===== src/rtl/riscv_pkg.sv =====
// riscv_pkg: shared core width plus unified memory arbiter state and owner encodings
package riscv_pkg;
    localparam int XLEN = 32;
    typedef enum logic [1:0] {ARB_IDLE, ARB_ISSUE, ARB_WAIT, ARB_RESP} arb_state_t;
    typedef enum logic [1:0] {OWN_NONE, OWN_DATA, OWN_FETCH, OWN_DBG} arb_owner_t;
endpackage


===== src/rtl/mem_arb_prio.sv =====
// mem_arb_prio: picks the next memory owner; fetch wins when data is idle or fetch has starved
module mem_arb_prio import riscv_pkg::*; #(
    parameter int CW = 3,
    parameter int STARVE_MAX = 4
) (
    input  logic          d_req,
    input  logic          i_req,
    input  logic          dbg_req,
    input  logic [CW-1:0] starve_cnt,
    output arb_owner_t    win
);
    always_comb
        win = (i_req && (starve_cnt == CW'(STARVE_MAX) || !d_req)) ? OWN_FETCH :
              d_req ? OWN_DATA : dbg_req ? OWN_DBG : OWN_NONE;
endmodule


===== src/rtl/unified_mem_arbiter.sv =====
// unified_mem_arbiter: shares one fixed-latency single-port memory between data, fetch and debug
module unified_mem_arbiter #(
    parameter int XLEN = riscv_pkg::XLEN,
    parameter int MEM_LAT = 2,
    parameter int STARVE_MAX = 4
) (
    input  logic            clk_i,
    input  logic            rst_i,
    input  logic            d_req_i,
    input  logic            d_we_i,
    input  logic [XLEN-1:0] d_addr_i,
    input  logic [XLEN-1:0] d_wdata_i,
    input  logic [3:0]      d_be_i,
    output logic            d_gnt_o,
    output logic            d_rvalid_o,
    output logic [XLEN-1:0] d_rdata_o,
    input  logic            i_req_i,
    input  logic [XLEN-1:0] i_addr_i,
    output logic            i_gnt_o,
    output logic            i_rvalid_o,
    output logic [XLEN-1:0] i_rdata_o,
    input  logic            dbg_req_i,
    input  logic [XLEN-1:0] dbg_addr_i,
    output logic            dbg_gnt_o,
    output logic            dbg_rvalid_o,
    output logic [XLEN-1:0] dbg_rdata_o,
    output logic            mem_req_o,
    output logic            mem_we_o,
    output logic [XLEN-1:0] mem_addr_o,
    output logic [XLEN-1:0] mem_wdata_o,
    output logic [3:0]      mem_be_o,
    input  logic [XLEN-1:0] mem_rdata_i,
    output logic            busy_o
);
    import riscv_pkg::*;
    localparam int LW = $clog2(MEM_LAT + 1);
    localparam int CW = $clog2(STARVE_MAX + 1);
    arb_state_t      state;
    arb_owner_t      owner;
    arb_owner_t      win;
    logic [LW-1:0]   lat_cnt;
    logic [CW-1:0]   starve_cnt;
    logic            we_q;
    logic [XLEN-1:0] addr_q;
    logic [XLEN-1:0] wdata_q;
    logic [3:0]      be_q;
    logic            arb;
    logic            gnt;
    mem_arb_prio #(.CW(CW), .STARVE_MAX(STARVE_MAX)) u_prio (
        .d_req      (d_req_i),
        .i_req      (i_req_i),
        .dbg_req    (dbg_req_i),
        .starve_cnt (starve_cnt),
        .win        (win)
    );
    // no grant is offered while reset is held so nothing is accepted and then dropped
    assign arb          = !rst_i && (state == ARB_IDLE || state == ARB_RESP);
    assign gnt          = arb && win != OWN_NONE;
    assign d_gnt_o      = arb && win == OWN_DATA;
    assign i_gnt_o      = arb && win == OWN_FETCH;
    assign dbg_gnt_o    = arb && win == OWN_DBG;
    assign d_rvalid_o   = state == ARB_RESP && owner == OWN_DATA;
    assign i_rvalid_o   = state == ARB_RESP && owner == OWN_FETCH;
    assign dbg_rvalid_o = state == ARB_RESP && owner == OWN_DBG;
    assign mem_req_o    = state == ARB_ISSUE;
    assign mem_we_o     = mem_req_o && we_q;
    assign mem_addr_o   = addr_q;
    assign mem_wdata_o  = wdata_q;
    assign mem_be_o     = be_q;
    assign busy_o       = state != ARB_IDLE;
    always_ff @(posedge clk_i) begin
        if (rst_i) begin
            state       <= ARB_IDLE;
            owner       <= OWN_NONE;
            lat_cnt     <= '0;
            starve_cnt  <= '0;
            we_q        <= 1'b0;
            addr_q      <= '0;
            wdata_q     <= '0;
            be_q        <= '0;
            d_rdata_o   <= '0;
            i_rdata_o   <= '0;
            dbg_rdata_o <= '0;
        end else begin
            case (state)
                ARB_IDLE, ARB_RESP: begin
                    state <= gnt ? ARB_ISSUE : ARB_IDLE;
                    owner <= win;
                    if (gnt) begin
                        we_q    <= win == OWN_DATA && d_we_i;
                        addr_q  <= (win == OWN_DATA ? d_addr_i : win == OWN_FETCH ? i_addr_i : dbg_addr_i) & ~XLEN'(3);
                        wdata_q <= win == OWN_DATA ? d_wdata_i : '0;
                        be_q    <= win == OWN_DATA ? d_be_i : 4'hF;
                    end
                    if (win == OWN_FETCH)
                        starve_cnt <= '0;
                    else if (win == OWN_DATA)
                        starve_cnt <= !i_req_i ? '0 : starve_cnt == CW'(STARVE_MAX) ? starve_cnt : starve_cnt + 1'b1;
                end
                ARB_ISSUE: begin
                    state   <= ARB_WAIT;
                    lat_cnt <= LW'(MEM_LAT);
                end
                default: begin
                    lat_cnt <= lat_cnt - 1'b1;
                    if (lat_cnt == LW'(1)) begin
                        state <= ARB_RESP;
                        if (!we_q && owner == OWN_DATA) d_rdata_o <= mem_rdata_i;
                        if (!we_q && owner == OWN_FETCH) i_rdata_o <= mem_rdata_i;
                        if (!we_q && owner == OWN_DBG) dbg_rdata_o <= mem_rdata_i;
                    end
                end
            endcase
        end
    end
endmodule


===== config.mk =====
export PLATFORM = sky130hd
export DESIGN_NAME = unified_mem_arbiter
export DESIGN_NICKNAME = d
export VERILOG_FILES = /design/src/rtl/riscv_pkg.sv /design/src/rtl/mem_arb_prio.sv /design/src/rtl/unified_mem_arbiter.sv
export SDC_FILE = /design/constraint.sdc
export NUM_CORES = 1
export LEC_CHECK = 0
export CAP_MARGIN = 20
export CORE_ASPECT_RATIO = 1.5
export CORE_MARGIN = 5
export CORE_UTILIZATION = 38
export CTS_BUF_LIST = sky130_fd_sc_hd__clkbuf_4
export CTS_CLUSTER_SIZE = 30
export DETAILED_ROUTE_END_ITERATION = 6
export GPL_ROUTABILITY_DRIVEN = 0
export HOLD_SLACK_MARGIN = 0.05
export PLACE_DENSITY_LB_ADDON = 0.12
export SETUP_SLACK_MARGIN = 0.1
export SLEW_MARGIN = 15
export SYNTH_ARGS = -nofsm -noshare
export SYNTH_HDL_FRONTEND = slang
export SYNTH_SLANG_ARGS = --single-unit

===== constraint.sdc =====
create_clock -name clk_i -period 2.75 [get_ports clk_i]
set_input_delay 0.6875 -clock clk_i [delete_from_list [all_inputs] [get_ports clk_i]]
set_output_delay 0.6875 -clock clk_i [all_outputs]
set_load 0.01 [all_outputs]

**After elaboration in Yosys (flattened, before gate mapping)**

Index checks and enable logic that the tools add are counted.

- Add/subtract/negate cells: 2
- Eq/ne operators: 11
- Mux-type cells: 15
- Bitwise gates (word level): 1
- Reductions and logical operators: 31

Operators with widths:

| operator | number |
|---|---|
| 32-bit 2-to-1 mux | 3 |
| 1-bit logical AND | 14 |
| 3-bit 2-to-1 mux | 4 |
| 3-bit AND reduction | 4 |
| 2-bit equality test, second input constant | 5 |
| 2-bit by 1-bit equality test with 1-bit output, second input constant | 4 |
| 2-bit 2-to-1 mux | 4 |
| 2-bit case mux with 2 select lines | 2 |
| 2-bit nonzero test | 3 |
| 4-bit 2-to-1 mux | 1 |
| 3-bit by 1-bit adder with 3-bit output, second input constant | 1 |
| 3-bit equality test, second input constant | 1 |
| 1-bit logical NOT | 3 |
| 3-bit != test, second input constant | 1 |
| 3-bit nonzero test | 1 |
| 3-bit OR reduction | 1 |
| 2-bit logical NOT | 1 |
| 1-bit logical OR | 2 |
| 2-bit AND reduction | 1 |
| 2-bit OR reduction | 1 |
| 2-bit by 1-bit subtractor with 2-bit output, second input constant | 1 |
| 1-bit 2-to-1 mux | 1 |
| 1-bit NOT | 1 |

- Flip-flop bits (word level): 172
- Input port bits: 170
- Output and inout port bits: 173
- Word-level logic and storage cells: 71

**Longest topological paths before layout**

- Word-level depth: 8
- Mapped depth: 12
- Mapped depth without buffers: 9

**By module**

Synthesis repeated with hierarchy kept, for this count alone.

- Cells, all modules: 804
- Area, all modules: 7617.3 sq um

Modules (own cells, without submodules):

| module | times used | cells an instance | area an instance (sq um) | seq. area each (sq um) |
|---|---|---|---|---|
| unified_mem_arbiter | 1 | 799 | 7584.8 | 3443.3 |
| mem_arb_prio | 1 | 5 | 32.5 | 0.0 |

**Worst setup path after synthesis**

Ideal clock, no wire load.

- Path type: input -> output
- Start: input d_req_i
- End: output d_gnt_o
- Arrival: 2.203 ns
- Data required time: 2.062 ns
- Slack: -0.141 ns
- Cell stages on the path: 7
- Buffers on the path: 3
- Cells stage by stage: a21bo_2 a21oi_1 ha_1 clkbuf_1 buf_2 clkbuf_1 and2_1

- Longest elaborated chain between the ends: 6
- Elaborated cells between the ends (all ways): 7
- Classes of those cells: eq/ne: 1; mux: 2; reduce/logical: 4

Ends and longest elaborated chain:

| element | line | RTL |
|---|---|---|
| start: declaration | unified_mem_arbiter.sv:9 | `input logic d_req_i,` |
| 1-bit logical NOT | mem_arb_prio.sv:13 | `win = (i_req && (starve_cnt == CW'(STARVE_MAX) \|\| !d_req)) ? OWN_FETCH :` |
| 1-bit logical OR | mem_arb_prio.sv:13 |  |
| 1-bit logical AND | mem_arb_prio.sv:13 |  |
| 2-bit 2-to-1 mux (*) | mem_arb_prio.sv:13 |  |
| 2-bit by 1-bit equality test with 1-bit output (*) | unified_mem_arbiter.sv:59 | `assign d_gnt_o = arb && win == OWN_DATA;` |
| 1-bit logical AND (*) | unified_mem_arbiter.sv:59 |  |
| end: declaration | unified_mem_arbiter.sv:14 | `output logic d_gnt_o,` |

Every way passes the cells marked *; elsewhere a longest branch is shown, timed or not.

**Final worst setup path**

- Start: register starve_cnt[0]
- End: output i_gnt_o

- Longest elaborated chain between the ends: 6

Ends and longest elaborated chain:

| element | line | RTL |
|---|---|---|
| start: declaration | unified_mem_arbiter.sv:42 | `logic [CW-1:0] starve_cnt;` |
| start signal: assignment | unified_mem_arbiter.sv:98 | `starve_cnt <= !i_req_i ? '0 : starve_cnt == CW'(STARVE_MAX) ? starve_cnt : starve_cnt + 1'b1;` |
| 3-bit equality test | mem_arb_prio.sv:13 |  |
| 1-bit logical OR | mem_arb_prio.sv:13 |  |
| 1-bit logical AND | mem_arb_prio.sv:13 |  |
| 2-bit 2-to-1 mux | mem_arb_prio.sv:13 |  |
| via u_prio.win[0] | mem_arb_prio.sv:10 | `output arb_owner_t win` |
| 2-bit equality test | unified_mem_arbiter.sv:60 | `assign i_gnt_o = arb && win == OWN_FETCH;` |
| 1-bit logical AND | unified_mem_arbiter.sv:60 |  |
| end: declaration | unified_mem_arbiter.sv:19 | `output logic i_gnt_o,` |

The timed path passes the listed nets, and every way through them passes these cells.

==> run summary <==
initial antenna violation count: 3
clk_skew: 0.0308 ns
DRT Pass-1 Iters: 4
Clock Pin Slew Worst Setup and Hold Paths: 0.14 ns
hpwl dp: 17000 um
initial core utilization: 38.4%
Max VDD drop: 0.306 mV
width of the die: 123 um
via total after detailed routing: 6643
type of origin of the critical path: flop
Avg Inst Size Synth: 9.40 um^2
DR WL/cell: 17.6 um
Setup WS pre-CTS: -0.563 ns
area fraction in compound gates after synthesis: 9.64%
max_slew headroom: 33.1%
Core Region: 0.0190 mm^2
synth warn: 0
Final period util: 96.8%
met3 wire len: 2090 um
NumNets Final: 1272
Clock Sinks: 172
vias in the first global route: 6639
fraction of registers with async set/reset: 0%
CTS Hold Bufs: 0
Comb pwr share: 32.7%
CP max FO: 3
max-slew violations: 0
Final min period: 2.66 ns
first-pass GRT wire length: 36100 um
DRC viols: 0
later-pin clock latency in the skew report: 0.56 ns
layout cells sized above 1: 13.9%
# IOs: 343
FP Rows: 62
DR top layer: met5
main combinational cell family by area after synthesis: simple AND/OR/NAND/NOR gates
Routed Antenna Nets: 0
Multi-input gate area: 0.00355 mm^2
port buffer count: 334
Netlist cell types: 37
DRT Wirelength: 23900 um
Synth Area in Simple Gates: 18.0%
Die Y: 180 um
Flop pwr share: 45.6%
Synth Area in XOR/XNOR: 0%
Seq/Total Area, Yosys: 47.2%
Post-synth EDFFs: 0
Synth Cell Area: 0.00729 mm^2
Synth area leaders: dfxtp_1 (47%), mux2i_1 (13%), nand2_1 (5.3%)
Seq cells post-synth: 172
CTS Buf Count: 17
Internal: 4.18 mW
status: finished clean
hold slack final: 0.459 ns
worst min path class: reg2reg
CTS Root Buffer Type: clkbuf_4
Post-synth top flop: dfxtp_1
CTS Buffer Depth: 2
adder-cell share of the synthesized area: 1.89%
Pleak: 4.45 nW
Final WS setup: 0.0882 ns
worst slew pin tran: 1.00 ns
fillers: 1704
synthesized instance count: 776
total gr overflow: 0
initial drt markers: 285
Final Hold Fails: 0
design area: 0.0113 mm^2
CTS tree: yes
Detail Route met2 WL: 11800 um
max cap viols: 0
largest net degree at the start of global routing: 87
via/cell ratio: 4.87
fmax: 376 MHz
most instantiated cells after synthesis: dfxtp_1 (172), nand2_1 (103), mux2i_1 (95)
synthesis-to-finish area growth: 55.2%
CP arrival: 1.97 ns
setup violators final: 0
class of the most critical setup path: reg2out
top cell type by total area after synthesis: dfxtp_1
die area: 0.0221 mm^2
Tot GR Track Use: 20.7%
required time of the critical path: 2.06 ns
Setup crit end kind: primary output
switching portion of total power: 33.8%
dpl cell area: 0.0109 mm^2
Psw: 2.14 mW
power per cell area: 559 mW/mm^2
register area: 0.00345 mm^2
mux contribution to synthesized area: 17.7%
power share of the clock group: 21.7%
wl on met1: 9220 um
share of the synthesized area in the top cell type: 47.2%
H-tree depth: 4
RSZ-0062 raised after global routing: true
top-count cell post-synth: dfxtp_1
-- placed cells by master (no fill, tap or decap), types with 3 or more instances in the layout --
master	n
diode_2	3
a21oi_1	37
a31o_2	31
clkbuf_4	18
nor3b_1	3
clkdlybuf4s50_1	324
and2_4	3
nand2b_1	34
o21ai_0	23
and3_1	3
ha_4	3
buf_6	4
inv_2	4
ha_1	6
inv_8	4
buf_4	26
mux2_2	30
inv_1	5
nand3_1	63
nand2_1	103
dfxtp_1	170
nor3_1	37
clkinvlp_4	4
buf_12	3
dlymetal6s2s_1	3
mux2i_1	95
o21ai_1	9
dlygate4sd2_1	3
nor2_1	14
-- cell families after synthesis --
kind of cell    after synthesis
fa+ha+maj                    11
other cells                   1
compound gates              111
buf+inv                      82
simple gates                274
flops                       172
mux                         125
-- layer usage --
metal  track usage, %  vias up
met4             8.34        2
met5                0        -
met1             23.0     3048
met3             8.18       41
li1                 -     3316
met2             34.9      236
-- power groups by stage --
stage	clock [mW]	combinational, mW	sequential [mW]
global route	1.55	2.24	2.92
global placement	0	1.95	2.92
CTS	1.44	2.00	2.89
detailed placement	0	1.96	2.94
floorplan	0	0.855	3.02
finish	1.38	2.07	2.88
-- worst paths after layout --
kind,end,cells past startpoint,slack (ns),start
max,i_gnt_o,8,0.09,starve_cnt[0]
min,mem_wdata_o[29],2,0.46,mem_wdata_o[29]
max reg2reg,mem_wdata_o[28],13,0.32,starve_cnt[0]
min reg2reg,mem_wdata_o[29],2,0.46,mem_wdata_o[29]
-- sequential cells by signal, summed over array words and instances (netlist names) --
signal,cells
d_rdata_o,32
dbg_rdata_o,32
i_rdata_o,32
mem_wdata_o,32
mem_addr_o,30
mem_be_o,4
starve_cnt,3
lat_cnt,2
owner,2
state,2
we_q,1
-- through the flow --
stage	instances	total power [mW]	setup TNS, ns	utilization (%)
3_3_place_gp	1323	4.87	-21.76	57.2
5_1_grt	1363	6.70	-0.0920	59.6
6_report	1363	6.33	0	59.6
4_1_cts	1358	6.33	0	59.1
2_1_floorplan	777	3.87	0	-
3_5_place_dp	1323	4.89	-24.16	57.2
-- worst max-delay path, stage by stage (launching register included) --
cell	delay, ns
dfxtp_2	0.35
inv_2	0.05
ha_4	0.15
a21bo_4	0.23
a21oi_4	0.18
inv_2	0.08
ha_4	0.16
and2_4	0.13
buf_6	0.12
-- timing repair --
| action | in CTS | in global routing |
|---|---|---|
| pin swaps | 6 | 1 |
| endpoints found under the setup margin | 5 | 17 |
| gates cloned | 0 | 2 |
| gates resized for setup | 40 | 6 |
| buffers inserted | 3 | 0 |
| endpoints found under the hold margin | 0 | 0 |
-- area by class of cell --
| class | instances | area share, % |
|---|---|---|
| multi-input combinational | 523 | 31.4 |
| sequential | 172 | 30.4 |
| tap | 256 | 2.83 |
| clock buffer | 18 | 1.19 |
| antenna | 3 | 0.0663 |
| timing repair buffer | 367 | 32.6 |
| clock inverter | 14 | 1.15 |
| inverter | 10 | 0.354 |
Note: power is estimated with default switching activity, not from simulation.
